File: config.mk
export PLATFORM = sky130hd
export DESIGN_NAME = mult_div_ctrl_flat
export DESIGN_NICKNAME = d
export VERILOG_FILES = /design/src/rtl/mult_div_if.sv /design/src/rtl/mult_div_ctrl.sv /design/src/flat_wrapper.sv
export SDC_FILE = /design/constraint.sdc
export NUM_CORES = 2
export LEC_CHECK = 0
export CORE_MARGIN = 2
export CORE_UTILIZATION = 40
export CTS_CLUSTER_SIZE = 25
export DETAILED_ROUTE_END_ITERATION = 10
export PLACE_DENSITY = 0.58
export SLEW_MARGIN = 10
export SYNTH_ARGS = -nofsm -noshare
export SYNTH_HDL_FRONTEND = slang
export SYNTH_SLANG_ARGS = --single-unit
File: constraint.sdc
create_clock -name clk -period 20.6 [get_ports clk]
set_input_delay 4.12 -clock clk [delete_from_list [all_inputs] [get_ports clk]]
set_output_delay 4.12 -clock clk [all_outputs]
set_load 0.03 [all_outputs]
File: src/rtl/mult_div_if.sv
// mult_div_if: EX-stage <-> multiply/divide sequencer bundle.
//   master (EX side)  drives op_valid, special2, funct, operand_1/2, hi_in, lo_in,
//                     ex_advance, flush; observes done, result, busy.
//   slave (sequencer) consumes the above and drives done, result {hi, lo}, busy.
interface mult_div_if;
  logic        op_valid;
  logic        special2;
  logic [5:0]  funct;
  logic [31:0] operand_1;
  logic [31:0] operand_2;
  logic [31:0] hi_in;
  logic [31:0] lo_in;
  logic        ex_advance;
  logic        flush;
  logic        done;
  logic [63:0] result;
  logic        busy;

  modport master (
    output op_valid, special2, funct, operand_1, operand_2, hi_in, lo_in,
           ex_advance, flush,
    input  done, result, busy
  );

  modport slave (
    input  op_valid, special2, funct, operand_1, operand_2, hi_in, lo_in,
           ex_advance, flush,
    output done, result, busy
  );
endinterface

File: src/rtl/mult_div_ctrl.sv
// mult_div_ctrl: multi-cycle multiply/divide sequencer feeding the EX stage.
//   clk  : rising-edge clock
//   rst  : asynchronous active-high reset
//   bus  : mult_div_if.slave -- op request from EX (op_valid/special2/funct,
//          operands, forwarded HI/LO, ex_advance, flush) and the response
//          (done, 64-bit {hi, lo} result, busy).
// Multiplies take 3 edges from accept (accept, MUL1, MUL2); divides use a
// DIV_ITER-step restoring divider plus a sign-fix cycle (34 edges). Divide by
// zero finishes on the accept edge. The result is held in DONE until EX
// advances; flush drops whatever is in flight.
module mult_div_ctrl #(
  parameter int DIV_ITER = 32
) (
  input logic        clk,
  input logic        rst,
  mult_div_if.slave  bus
);

  localparam int ITER_W = $clog2(DIV_ITER);

  typedef enum logic [2:0] {
    S_IDLE, S_MUL1, S_MUL2, S_DIV, S_DIVFIX, S_DONE
  } state_t;

  typedef enum logic [1:0] {K_MUL, K_ADD, K_SUB} kind_t;

  state_t state_reg, state_next;

  // Latched operation context
  logic [31:0] op_a_reg, op_b_reg, hi_reg, lo_reg;
  logic        signed_reg;
  kind_t       kind_reg;
  logic [63:0] product_reg;

  // Divider state
  logic [31:0]       rem_reg, quot_reg, divisor_reg;
  logic              q_neg_reg, r_neg_reg;
  logic [ITER_W-1:0] iter_reg;

  logic [63:0] result_reg;
  logic        done_reg;

  // ---------------- op decode ----------------
  logic  is_mul_op, is_div_op, op_signed;
  kind_t op_kind;

  always_comb begin
    is_mul_op = 1'b0;
    is_div_op = 1'b0;
    op_signed = 1'b0;
    op_kind   = K_MUL;
    if (!bus.special2) begin
      case (bus.funct)
        6'b011000: begin is_mul_op = 1'b1; op_signed = 1'b1; end  // MULT
        6'b011001: is_mul_op = 1'b1;                              // MULTU
        6'b011010: begin is_div_op = 1'b1; op_signed = 1'b1; end  // DIV
        6'b011011: is_div_op = 1'b1;                              // DIVU
        default: ;
      endcase
    end else begin
      case (bus.funct)
        6'b000000: begin is_mul_op = 1'b1; op_signed = 1'b1; op_kind = K_ADD; end // MADD
        6'b000001: begin is_mul_op = 1'b1; op_kind = K_ADD; end                   // MADDU
        6'b000010: begin is_mul_op = 1'b1; op_signed = 1'b1; end                  // MUL
        6'b000100: begin is_mul_op = 1'b1; op_signed = 1'b1; op_kind = K_SUB; end // MSUB
        6'b000101: begin is_mul_op = 1'b1; op_kind = K_SUB; end                   // MSUBU
        default: ;
      endcase
    end
  end

  logic accept;
  assign accept = (state_reg == S_IDLE) && bus.op_valid && (is_mul_op || is_div_op)
                  && !bus.flush;

  logic divisor_zero;
  assign divisor_zero = (bus.operand_2 == 32'd0);

  // Magnitudes for the divider; -0x80000000 wraps to 0x80000000, which is
  // the correct unsigned magnitude.
  logic [31:0] dividend_abs, divisor_abs;
  assign dividend_abs = (op_signed && bus.operand_1[31]) ? -bus.operand_1 : bus.operand_1;
  assign divisor_abs  = (op_signed && bus.operand_2[31]) ? -bus.operand_2 : bus.operand_2;

  // ---------------- multiply datapath ----------------
  // Operands widened to 64 bits (sign- or zero-extended); the low 64 bits of
  // the product are the exact signed/unsigned 64-bit product.
  logic [63:0] a_wide, b_wide, product_full, acc, mul_result;
  assign a_wide       = {{32{signed_reg & op_a_reg[31]}}, op_a_reg};
  assign b_wide       = {{32{signed_reg & op_b_reg[31]}}, op_b_reg};
  assign product_full = a_wide * b_wide;
  assign acc          = {hi_reg, lo_reg};

  always_comb begin
    case (kind_reg)
      K_ADD:   mul_result = acc + product_reg;
      K_SUB:   mul_result = acc - product_reg;
      default: mul_result = product_reg;
    endcase
  end

  // ---------------- restoring divide step ----------------
  // rem_reg < divisor_reg always holds, so the shifted remainder is below
  // 2*divisor and bit 32 of the trial difference is a clean borrow flag.
  logic [32:0] shifted, trial;
  logic        fits;
  logic [31:0] rem_step, quot_step;
  assign shifted   = {rem_reg, quot_reg[31]};
  assign trial     = shifted - {1'b0, divisor_reg};
  assign fits      = !trial[32];
  assign rem_step  = fits ? trial[31:0] : shifted[31:0];
  assign quot_step = {quot_reg[30:0], fits};

  // ---------------- FSM: state register ----------------
  always_ff @(posedge clk or posedge rst) begin
    if (rst) state_reg <= S_IDLE;
    else     state_reg <= state_next;
  end

  // ---------------- FSM: next state ----------------
  always_comb begin
    state_next = state_reg;
    case (state_reg)
      S_IDLE: begin
        if (accept) begin
          if (is_div_op) state_next = divisor_zero ? S_DONE : S_DIV;
          else           state_next = S_MUL1;
        end
      end
      S_MUL1:   state_next = S_MUL2;
      S_MUL2:   state_next = S_DONE;
      S_DIV:    if (iter_reg == ITER_W'(DIV_ITER - 1)) state_next = S_DIVFIX;
      S_DIVFIX: state_next = S_DONE;
      S_DONE:   if (bus.ex_advance) state_next = S_IDLE;
      default:  state_next = S_IDLE;
    endcase
    if (bus.flush) state_next = S_IDLE;
  end

  // ---------------- FSM: outputs ----------------
  always_comb begin
    bus.busy   = (state_reg != S_IDLE);
    bus.done   = done_reg;
    bus.result = result_reg;
  end

  // ---------------- datapath registers ----------------
  always_ff @(posedge clk or posedge rst) begin
    if (rst) begin
      op_a_reg    <= '0;
      op_b_reg    <= '0;
      hi_reg      <= '0;
      lo_reg      <= '0;
      signed_reg  <= 1'b0;
      kind_reg    <= K_MUL;
      product_reg <= '0;
      rem_reg     <= '0;
      quot_reg    <= '0;
      divisor_reg <= '0;
      q_neg_reg   <= 1'b0;
      r_neg_reg   <= 1'b0;
      iter_reg    <= '0;
      result_reg  <= '0;
      done_reg    <= 1'b0;
    end else if (bus.flush) begin
      done_reg <= 1'b0;
    end else begin
      case (state_reg)
        S_IDLE: begin
          if (accept) begin
            op_a_reg   <= bus.operand_1;
            op_b_reg   <= bus.operand_2;
            hi_reg     <= bus.hi_in;
            lo_reg     <= bus.lo_in;
            signed_reg <= op_signed;
            kind_reg   <= op_kind;
            if (is_div_op) begin
              if (divisor_zero) begin
                result_reg <= {bus.operand_1, 32'hFFFF_FFFF};
                done_reg   <= 1'b1;
              end else begin
                rem_reg     <= '0;
                quot_reg    <= dividend_abs;
                divisor_reg <= divisor_abs;
                q_neg_reg   <= op_signed && (bus.operand_1[31] ^ bus.operand_2[31]);
                r_neg_reg   <= op_signed && bus.operand_1[31];
                iter_reg    <= '0;
              end
            end
          end
        end
        S_MUL1: product_reg <= product_full;
        S_MUL2: begin
          result_reg <= mul_result;
          done_reg   <= 1'b1;
        end
        S_DIV: begin
          rem_reg  <= rem_step;
          quot_reg <= quot_step;
          iter_reg <= iter_reg + 1'b1;
        end
        S_DIVFIX: begin
          result_reg <= {r_neg_reg ? -rem_reg : rem_reg,
                         q_neg_reg ? -quot_reg : quot_reg};
          done_reg   <= 1'b1;
        end
        S_DONE: if (bus.ex_advance) done_reg <= 1'b0;
        default: ;
      endcase
    end
  end

endmodule

File: src/flat_wrapper.sv
// flat-port wrapper written by rule: the top's interface ports become plain ports
module mult_div_ctrl_flat 
#(
  parameter int DIV_ITER = 32
)
  (clk, rst, bus_op_valid, bus_special2, bus_funct, bus_operand_1, bus_operand_2, bus_hi_in, bus_lo_in, bus_ex_advance, bus_flush, bus_done, bus_result, bus_busy);
  mult_div_if bus_i ();
  input logic clk;
  input logic rst;
  input wire logic [$bits(bus_i.op_valid)-1:0] bus_op_valid;
  input wire logic [$bits(bus_i.special2)-1:0] bus_special2;
  input wire logic [$bits(bus_i.funct)-1:0] bus_funct;
  input wire logic [$bits(bus_i.operand_1)-1:0] bus_operand_1;
  input wire logic [$bits(bus_i.operand_2)-1:0] bus_operand_2;
  input wire logic [$bits(bus_i.hi_in)-1:0] bus_hi_in;
  input wire logic [$bits(bus_i.lo_in)-1:0] bus_lo_in;
  input wire logic [$bits(bus_i.ex_advance)-1:0] bus_ex_advance;
  input wire logic [$bits(bus_i.flush)-1:0] bus_flush;
  output wire logic [$bits(bus_i.done)-1:0] bus_done;
  output wire logic [$bits(bus_i.result)-1:0] bus_result;
  output wire logic [$bits(bus_i.busy)-1:0] bus_busy;
  assign bus_i.op_valid = bus_op_valid;
  assign bus_i.special2 = bus_special2;
  assign bus_i.funct = bus_funct;
  assign bus_i.operand_1 = bus_operand_1;
  assign bus_i.operand_2 = bus_operand_2;
  assign bus_i.hi_in = bus_hi_in;
  assign bus_i.lo_in = bus_lo_in;
  assign bus_i.ex_advance = bus_ex_advance;
  assign bus_i.flush = bus_flush;
  assign bus_done = bus_i.done;
  assign bus_result = bus_i.result;
  assign bus_busy = bus_i.busy;
  mult_div_ctrl #(.DIV_ITER(DIV_ITER)) u_core (.clk(clk), .rst(rst), .bus(bus_i));
endmodule
; Word level (Yosys, flattened, before mapping)
; Index checks and enable logic that the tools add are counted.
[totals]
out_inout_bits = 66
reg_bits = 366
in_bits = 140
[op_classes]
n_bitwise = 5
eq_ne = 25
n_mux = 45
addsub = 8
n_reduce_logical = 31
mul = 1
[op_table]
columns = operator, count
row1 = $mux W32, 11
row2 = $mux W64, 3
row3 = $pmux W64 S3, 1
row4 = $neg A32 Y32, 4
row5 = $pmux W32 S2, 2
row6 = $pmux W64 S2, 1
row7 = $add A64 B64 Y64, 1
row8 = $mul A33 B33 Y64, 1
row9 = $sub A64 B64 Y64, 1
row10 = $sub A33 B32 Y33, 1
row11 = $logic_not A32 Y1, 1
row12 = $eq A6 B5 Y1 const B, 4
row13 = $reduce_and A5 Y1, 4
row14 = $mux W3, 6
row15 = $mux W5, 3
row16 = $pmux W3 S5, 1
row17 = $mux W1, 13
row18 = $eq A6 B3 Y1 const B, 2
row19 = $ne A3 B2 Y1 const B, 4
row20 = $reduce_or A2 Y1, 6
row21 = $pmux W5 S2, 1
row22 = $eq A3 B2 Y1 const B, 2
row23 = $eq A3 B3 Y1 const B, 2
row24 = $eq A6 B1 Y1 const B, 1
row25 = 27 further kinds, 39

; Depth between registers and ports, before layout
[logic_depth]
depth_word = 10
depth_mapped = 32
depth_no_buf = 29

; Worst setup path before layout
; OpenSTA, ideal clock, no wires.
[synth_path]
path_kind = flip-flop to flip-flop
startpoint = register u_core.signed_reg
endpoint = register u_core.product_reg[60]
t_required_ns = 20.466
setup_ns = 0.134
stages_incl_launch_ff = 31
slack_ns = 12.159
arrival_ns = 8.306
path_cell_list = dfrtp_1 clkbuf_1 and2_1 clkbuf_1 clkbuf_1 nand2_1 inv_1 fa_1 fa_1 fa_1 inv_1 fa_1 inv_1 fa_1 fa_1 inv_1 fa_1 fa_1 inv_1 ha_1 clkbuf_1 a21o_1 a21o_1 a21oi_1 o21bai_1 a21o_1 a221oi_1 nor2b_1 a311oi_1 xor2_1 o21ai_0
[synth_between]
elab_chain_cells = 2
[synth_lines]
columns = item, line_no
row1 = from (decl), mult_div_ctrl.sv:31  ; logic signed_reg;
row2 = from (signal assigned), mult_div_ctrl.sv:175  ; signed_reg <= op_signed;
row3 = $and A1 B1 Y1 (on tied branches), "mult_div_ctrl.sv:89, mult_div_ctrl.sv:90"
row4 = $mul A33 B33 Y64 *, mult_div_ctrl.sv:91  ; assign product_full = a_wide * b_wide;
row5 = to (signal assigned), mult_div_ctrl.sv:192  ; S_MUL1: product_reg <= product_full;
row6 = to (decl), mult_div_ctrl.sv:33  ; logic [63:0] product_reg;
; Mark *: on every way between the ends. The rest lies on a longest branch, timed or not.
; A chain may end at the register's enable or synchronous reset.

; Worst setup path after layout
[layout_path]
startpoint = register u_core.op_a_reg[31]
endpoint = register u_core.product_reg[60]
[layout_between]
elab_chain_cells = 2
[layout_lines]
columns = item, line_no
row1 = from (decl), mult_div_ctrl.sv:30  ; logic [31:0] op_a_reg, op_b_reg, hi_reg, lo_reg;
row2 = from (signal assigned), mult_div_ctrl.sv:171  ; op_a_reg <= bus.operand_1;
row3 = $and A1 B1 Y1, mult_div_ctrl.sv:89  ; assign a_wide = {{32{signed_reg & op_a_reg[31]}}, op_a_reg};
row4 = $mul A33 B33 Y64 *, mult_div_ctrl.sv:91
; Marks and branches as above.

==> impl_metrics.tcl <==
set metrics [dict create \
    outcome "completed" \
    clock_skew_ns 0.0356 \
    crit_path_start_kind "register" \
    synth.largest_area_cell "fa_1" \
    ys_ff_latch 366 \
    cpMostUsedCell "fa_1" \
    postRouteAntennaNets 0 \
    synth_cell_types 82 \
    synth-async-reset-ratio_pct 100 \
    clk_pin_slew_ns 0.06 \
    cts_root_buf "clkbuf_16" \
    grt_pass1_wl_mm 323 \
    antenna_found_initial 7 \
    vias_per_cell 5.45 \
    ys_warn_count 0 \
    dp_hpwl_mm 158 \
    cap_violations 0 \
    syn_area_per_cell_um2 8.68 \
    htreeDepth 2 \
    setup_viol 0 \
    period_share_pct 46.6 \
    synth.cell_area_um2 62000 \
    final_max_slew_viol_count 0 \
    synthTopCellsByCount "nand2_1, inv_1, fa_1" \
    ioPinCount 206 \
    cpPeakStageDelay_ns 1.22 \
    drive_gt1_share_pct 3.17 \
    wl_per_cell_um 23.1 \
    routed.top_layer "met4" \
    clk_path_buf_depth 3 \
    die_w_um 398 \
    cts_inserted_buffers 44 \
    wl_met1_mm 90.1 \
    nets 8679 \
    synthCells 7141 \
    synth_edf_count 0 \
    end_kind "register" \
    hold_violations 0 \
    met2WireLength_mm 96.4 \
    grt_start_max_net_pins 112 \
    cts_tree "done" \
    crit_type "reg2reg" \
    fmax_mhz 104 \
    drc_errors 0 \
    synth_top_area_share_pct 36.4 \
    wirelength_mm 212 \
    synth_nets 8723 \
    rsz0062_at_grt "no" \
    ctsHoldBuffers 0 \
    io_buffers 205 \
    gr-total-overflow 0 \
    ys_seq_area_share_pct 14.8 \
    synth_flop_cell "dfrtp_1" \
    cp.arrival_ns 10.08 \
    cts_setup_buffers 0 \
    synth.area.top_cells "fa_1, dfrtp_1, nand2_1" \
    cts.sinks 366 \
    drtIter0Drc 4314 \
    cts_resized 0 \
    place_congestion 0.963 \
    floorplan.core_area_um2 154000 \
    insertion_delay_ns 0.62 \
    vias 50050 \
    start_util_pct 40.3 \
    finalSetupTns_ns 0 \
    cp_slowest_cell "fa_1" \
    area_growth_pct 8.79 \
    firstDrtPassIters 10 \
    dieHeight_um 398 \
    finalCriticalPeriod_ns 9.60 \
    synth_most_common_cell "nand2_1" \
    fp.dieArea_um2 158000 \
    met3_length_mm 17.4 \
    crit_path_max_fanout 50 \
    slew_headroom_pct 24.9 \
    grt_pass1_vias 51592 \
    track_usage_pct 27.0 \
    worstMarginPinSlew_ns 1.12 \
    required_ns 21.08 \
    hold_class "reg2reg" \
    row_count 144 \
]
per-stage QoR:
stage	setup slack, ns	cell area, um^2	utilization, %	hold WS, ns	std cells
after CTS	10.99	67500	43.8	0.483	9175
after detailed placement	11.03	66000	42.8	0.467	9095
after floorplan	6.32	62000	-	0.443	7141
after global routing	10.43	67500	43.8	0.508	9175
final	11.00	67500	43.8	0.486	9178
after global placement	11.03	66000	42.8	0.465	9095
worst max-delay path, delay by kind of cell, from the launching register on:
kind | cells | cell delay [ns]
compound gates | 8 | 1.48
xor+xnor | 1 | 0.16
fa+ha+maj | 9 | 5.23
buf+inv | 6 | 1.30
flops | 1 | 0.32
simple gates | 3 | 0.91
per-layer routing:
layer | up-vias | global-route usage [%]
li1 | 22099 | -
met1 | 25522 | 37.4
met2 | 2067 | 43.3
met3 | 362 | 4.35
met4 | 0 | 8.18
met5 | - | 0
area by class of cell:
| class | count | area (um^2) |
|---|---|---|
| clock inverters | 17 | 246 |
| well taps | 2044 | 2560 |
| inverters | 1209 | 4550 |
| clock buffers | 63 | 1240 |
| flip-flops and latches | 366 | 9170 |
| diodes | 3 | 7.51 |
| multi-input cells | 5176 | 46900 |
| repair buffers | 300 | 2770 |
| fillers | 15293 | 86600 |
cell families after synthesis:
kind of cell / Yosys count / synth area share (%)
buffers and inverters: 1599 / 9.71
AND/OR/NAND/NOR: 2358 / 17.1
XOR/XNOR: 336 / 4.78
multiplexers: 36 / 0.583
flip-flops: 366 / 14.8
adder cells (fa/ha/maj): 1442 / 42.7
AO/OA/AOI/OAI: 1004 / 10.3
cell usage in the layout (no fill, tap or decap), drive strengths merged, types with 63 or more instances in the layout:
cell / synthesis / layout
and2: 369 / 369
nor2: 285 / 285
a21o: 74 / 74
xnor2: 231 / 231
nand3: 67 / 67
dfrtp: 366 / 366
o21ai: 304 / 304
nand2: 1360 / 1360
clkdlybuf4s50: 0 / 205
a21oi: 236 / 236
buf: 22 / 95
xor2: 105 / 105
ha: 315 / 315
fa: 1127 / 1127
clkbuf: 368 / 63
inv: 1209 / 1211
final timing paths:
check	startpoint	endpoint	slack, ns	cells past startpoint
max	u_core.op_a_reg[31]$_DFFE_PP0P_	u_core.product_reg[60]$_DFFE_PP0P_	11.00	27
max reg2reg	u_core.op_a_reg[31]$_DFFE_PP0P_	u_core.product_reg[60]$_DFFE_PP0P_	11.00	27
max in group asynchronous	rst	u_core.op_a_reg[3]$_DFFE_PP0P_	14.04	4
min	u_core.divisor_reg[27]$_DFFE_PP0P_	u_core.divisor_reg[27]$_DFFE_PP0P_	0.49	2
min reg2reg	u_core.divisor_reg[27]$_DFFE_PP0P_	u_core.divisor_reg[27]$_DFFE_PP0P_	0.49	2
min in group asynchronous	rst	u_core.hi_reg[25]$_DFFE_PP0P_	4.00	2
Power is not shown: default switching activity piles up to over one toggle a cycle in this logic, so the estimate is an artifact.
